==> config.mk <==
export PLATFORM = sky130hd
export DESIGN_NAME = pipelined_shifter
export DESIGN_NICKNAME = d
export VERILOG_FILES = /design/src/rtl/pipelined_shifter.sv
export SDC_FILE = /design/constraint.sdc
export NUM_CORES = 1
export LEC_CHECK = 0
export CORE_MARGIN = 2
export CORE_UTILIZATION = 59
export DETAILED_ROUTE_END_ITERATION = 8
export GPL_ROUTABILITY_DRIVEN = 0
export PLACE_DENSITY = 0.91
export SYNTH_ARGS = -nofsm -noshare
export SYNTH_HDL_FRONTEND = slang
export SYNTH_SLANG_ARGS = --single-unit
==> constraint.sdc <==
create_clock -name clock -period 1.95 [get_ports clock]
set_input_delay 0.585 -clock clock [delete_from_list [all_inputs] [get_ports clock]]
set_output_delay 0.585 -clock clock [all_outputs]
set_load 0.02 [all_outputs]
==> src/rtl/pipelined_shifter.sv <==
// pipelined_shifter: fully pipelined SLL/SRL/SRA/ROR barrel shifter with valid/ready handshake and sideband tag
//
// Ports:
//   clock      rising-edge clock
//   reset_n    synchronous active-low reset
//   in_valid   request present
//   in_ready   request accepted this cycle (depends combinationally on out_ready)
//   in_data    operand
//   in_amt     shift amount 0..WIDTH-1
//   in_mode    00 SLL, 01 SRL, 10 SRA, 11 ROR
//   in_tag     opaque sideband returned with the result
//   out_valid  result present
//   out_ready  consumer accepts result
//   out_data   shifted result
//   out_tag    tag of the request that produced out_data
//   busy       any stage holds a valid entry
module pipelined_shifter #(
    parameter int WIDTH = 32,
    parameter int TAG_W = 5,
    localparam int SHW = $clog2(WIDTH)
) (
    input  logic             clock,
    input  logic             reset_n,
    input  logic             in_valid,
    output logic             in_ready,
    input  logic [WIDTH-1:0] in_data,
    input  logic [SHW-1:0]   in_amt,
    input  logic [1:0]       in_mode,
    input  logic [TAG_W-1:0] in_tag,
    output logic             out_valid,
    input  logic             out_ready,
    output logic [WIDTH-1:0] out_data,
    output logic [TAG_W-1:0] out_tag,
    output logic             busy
);
    logic [SHW-1:0]             v_q, v_d, adv, en, ld, src_v;
    logic [SHW-1:0][WIDTH-1:0]  data_q, data_d, src_d;
    logic [SHW-1:0][SHW-1:0]    amt_q, src_amt;
    logic [SHW-1:0][1:0]        mode_q, src_mode;
    logic [SHW-1:0][TAG_W-1:0]  tag_q, src_tag;
    logic                       unused_stage_bits;

    // One fixed-distance shift; s is a per-stage constant (2^k) after unrolling.
    function automatic logic [WIDTH-1:0] step_fn(input logic [WIDTH-1:0] d, input logic [1:0] m, input int s);
        return m == 2'd0 ? d << s :
               m == 2'd1 ? d >> s :
               m == 2'd2 ? $unsigned($signed(d) >>> s) :
                           (d >> s) | (d << (WIDTH - s));
    endfunction

    always_comb begin
        adv = '0;
        data_d = '0;
        // Advance chain runs from the output back so bubbles collapse under a stall.
        adv[SHW-1] = v_q[SHW-1] & out_ready;
        for (int k = SHW - 2; k >= 0; k--) adv[k] = v_q[k] & (!v_q[k+1] | adv[k+1]);
        en = ~v_q | adv;
        src_v = {v_q[SHW-2:0], in_valid};
        src_d = {data_q[SHW-2:0], in_data};
        src_amt = {amt_q[SHW-2:0], in_amt};
        src_mode = {mode_q[SHW-2:0], in_mode};
        src_tag = {tag_q[SHW-2:0], in_tag};
        // Data only loads with a valid entry so an emptied stage keeps its last data.
        ld = en & src_v;
        v_d = (v_q & ~en) | ld;
        for (int k = 0; k < SHW; k++) data_d[k] = src_amt[k][k] ? step_fn(src_d[k], src_mode[k], 1 << k) : src_d[k];
    end

    always_ff @(posedge clock) begin
        if (!reset_n) begin
            v_q <= '0;
            data_q <= '0;
            amt_q <= '0;
            mode_q <= '0;
            tag_q <= '0;
        end else begin
            v_q <= v_d;
            for (int k = 0; k < SHW; k++) begin
                if (ld[k]) begin
                    data_q[k] <= data_d[k];
                    amt_q[k] <= src_amt[k];
                    mode_q[k] <= src_mode[k];
                    tag_q[k] <= src_tag[k];
                end
            end
        end
    end

    // Already-consumed amount bits and the last stage's amount/mode are never read downstream.
    assign unused_stage_bits = ^{amt_q, mode_q};

    assign in_ready = en[0];
    assign out_valid = v_q[SHW-1];
    assign out_data = data_q[SHW-1];
    assign out_tag = tag_q[SHW-1];
    assign busy = |v_q;
endmodule
==> out/results.ini, run 1 <==
[status]
status = finished, violations left
violations = negative setup slack

[timing]
slew_headroom_pct = 54.77
min_period_ns = 1.996
setup_viol = 2
clock.fmax_mhz = 501.0
finClkSkew_ns = 0.02925
tightestPinTransition_ns = 0.6777
min_period_over_period_pct = 102.4
setup_tns_ns = -0.06195
hold_viol_final = 0
rsz0062_at_grt = yes
setup_ws_ns = -0.04617
slew_violations = 0

[pwr]
power_frac_comb_pct = 10.5
ir_worst_vdd_v = 0.0007432
p_sw_share_pct = 24.96
cellInternalPower_mw = 7.213
power.share.clock_pct = 42.6
p_leak_nw = 4.461
switchingPower_mw = 2.399
cellPowerDensity_nw_per_um2 = 759.4
power_frac_seq_pct = 46.9

[finish]
antenna_cells = 0
fin_util_pct = 70.94
nets = 1464
synthToLayoutAreaGrowth_pct = 18.47
drive_gt1_share_pct = 18.39

[yosys]
ys.flop_type = dfxtp_1
yosysMostFrequentCell = nand2_1
netlist_instances = 1393
synthArstFlopShare_pct = 0
synth-edff-count = 0
syn-cell-area_sq_um = 10680
synth_area_leader_cell = dfxtp_1
synth_seq_area_share_pct = 38.97
syn_avg_cell_area_sq_um = 7.670
synth_cell_types = 44
synthTopCellsByArea = dfxtp_1 (39%), nand2_1 (11%), a31o_2 (9.4%)
yosysWarnings = 0
ys_seq_elements = 208
yosys.area.top_type_share_pct = 38.97
syn_nets = 1441
synth_common_cells = nand2_1 (303), dfxtp_1 (208), o21ai_0 (200)

[critical_path]
crit_path_end_kind = output pin
start_kind = flip-flop
arrival_ns = 1.41
cp_max_fo = 3
critPathRequiredTime_ns = 1.36
critPathKind = reg2out

[run]
cap_viol_max_count = 0

[grt]
grt-ovfl-total = 0
grt.total_usage_pct = 28.72
antenna_found_initial = 0
grt_max_degree = 67
grt_pass1_wl_mm = 47.22
grt_pass1_vias = 9776

[clocking]
clock_latency_ns = 0.52
cts.htree.levels = 1
clockBufferDepth = 3
cts_num_sinks = 208
cts_buffers = 23
ctsHoldBuffers = 0
clk_pin_slew_ns = 0.06
clockRootBuffer = clkbuf_16
cts_tree = done
cts.repair_timing.setup_buffer_count = 0

[drt]
wirelength_mm = 28.94
drc_errors = 0
wl_per_cell_um = 17.44
vias_per_cell = 6.505
drt-pass1-iter-count = 8
vias = 10791
route.antenna.remaining_nets = 0
drtIter0Drc = 1330

[die]
fp.dieW_um = 138.6
die_h_um = 138.6
rows = 49
ios = 88
coreArea_sq_um = 17840
initial_core_util_pct = 59.88
dieArea_sq_um = 19200

[placement]
io_buffers = 87
hpwl_mm = 19.15

[hold_path]
min_path_type = reg2reg

[cell type report]
type	count	area [sq um]
Inverter	13	48.80
Timing Repair Buffer	170	1773
Clock inverter	4	30.03
Multi-Input combinational cell	1000	5668
Tap cell	229	286.5
Fill cell	1283	5184
Clock buffer	35	680.7
Sequential cell	208	4170
[worst max-delay path, cell delays in order (launching register included)]
cell     delay, ns
dfxtp_4       0.36
buf_6         0.12
nor3_4        0.16
nand3_2       0.10
buf_6         0.15
[stage by stage]
stage / hold slack (ns) / instance area, sq um / worst slack (ns) / power (mW) / std cells
floorplan: 0.4298 / 10680 / 0.2468 / 5.177 / 1393
global placement: 0.4396 / 11960 / -0.6610 / 5.545 / 1620
detailed placement: 0.4485 / 11960 / -0.6729 / 5.585 / 1620
CTS: 0.4572 / 12630 / -0.05135 / 9.599 / 1659
global route: 0.4621 / 12660 / -0.08775 / 9.887 / 1659
finish: 0.4581 / 12660 / -0.04617 / 9.611 / 1659
[worst paths after layout]
| kind | from | to | slack, ns | cells after the start |
|---|---|---|---|---|
| worst max-delay path | flip-flop | busy | -0.05 | 4 |
| worst min-delay path | src_tag[13]$_SDFFE_PN0P_ | src_tag[18]$_SDFFE_PN0P_ | 0.46 | 2 |
| worst max register to register | mode_q[6]$_SDFFE_PN0P_ | out_data[4]$_SDFFE_PN0P_ | 0.17 | 4 |
| worst min register to register | src_tag[13]$_SDFFE_PN0P_ | src_tag[18]$_SDFFE_PN0P_ | 0.46 | 2 |
[cell families after synthesis]
kind of cell / synth area share [%]
buffers and inverters: 8.362
DFF: 38.97
AOI/OAI and AO/OA: 32.08
muxes: 0.1054
and+or+nand+nor: 20.48
[metal layers]
| layer | vias up | wire, um | global-route usage [%] |
|---|---|---|---|
| met4 | 0 | 1045 | 10.85 |
| met3 | 99 | 2283 | 4.109 |
| met5 | - | 0 | 0 |
| met1 | 5108 | 11230 | 36.55 |
| li1 | 5044 | - | - |
| met2 | 540 | 14380 | 49.66 |
[registers in the layout (all words and copies together), names as in the netlist, named ones only]
register  flops
data_q      128
out_data     32
src_tag      20
amt_q        10
mode_q        8
out_tag       5
[timing repair]
action                                  in CTS  in global routing
endpoints found under the setup margin      40                  2
cloned                                       0                  0
resized for setup                           56                  9
pin swaps                                    2                  2
[cells in the final DEF (no fill, tap or decap), types with 4 or more instances in the layout]
cell	Yosys	routed
dlygate4sd2_1	0	38
and2_1	27	27
nand2_1	303	302
dfxtp_1	208	205
inv_1	10	10
buf_6	0	5
nor3_1	28	27
clkbuf_16	0	23
a311oi_1	83	83
nor2_4	3	4
and3_1	4	4
a31o_1	5	5
or2_2	4	4
clkbuf_1	75	6
nor2b_1	17	17
a31o_2	115	115
a21oi_1	37	37
a221oi_1	16	16
buf_12	0	26
clkbuf_8	0	6
nor2_1	35	34
o21ai_0	200	200
a31oi_1	6	6
buf_4	34	55
clkdlybuf4s50_1	0	44
o21ai_1	14	14
nand3_1	70	69
a21boi_0	7	7
[power groups by stage]
stage	clock network, mW	logic (mW)	registers (mW)
finish	4.09	1.01	4.51
global route	4.26	1.10	4.52
CTS	4.10	0.994	4.50
detailed placement	0	0.989	4.60
global placement	0	0.955	4.59
floorplan	0	0.627	4.55
Note: power is estimated with default switching activity, not from simulation.
==> run 2, diff against run 1 <==
--- a/config.mk
+++ b/config.mk
@@ -7,9 +7,11 @@
 export LEC_CHECK = 0
 export CORE_MARGIN = 2
 export CORE_UTILIZATION = 59
+export CTS_CLUSTER_DIAMETER = 200
 export DETAILED_ROUTE_END_ITERATION = 8
 export GPL_ROUTABILITY_DRIVEN = 0
 export PLACE_DENSITY = 0.91
 export SYNTH_ARGS = -nofsm -noshare
 export SYNTH_HDL_FRONTEND = slang
 export SYNTH_SLANG_ARGS = --single-unit
+export TNS_END_PERCENT = 50
==> results of run 2 <==
No change in the layout: final DEF, timing and power equal those of run 1.
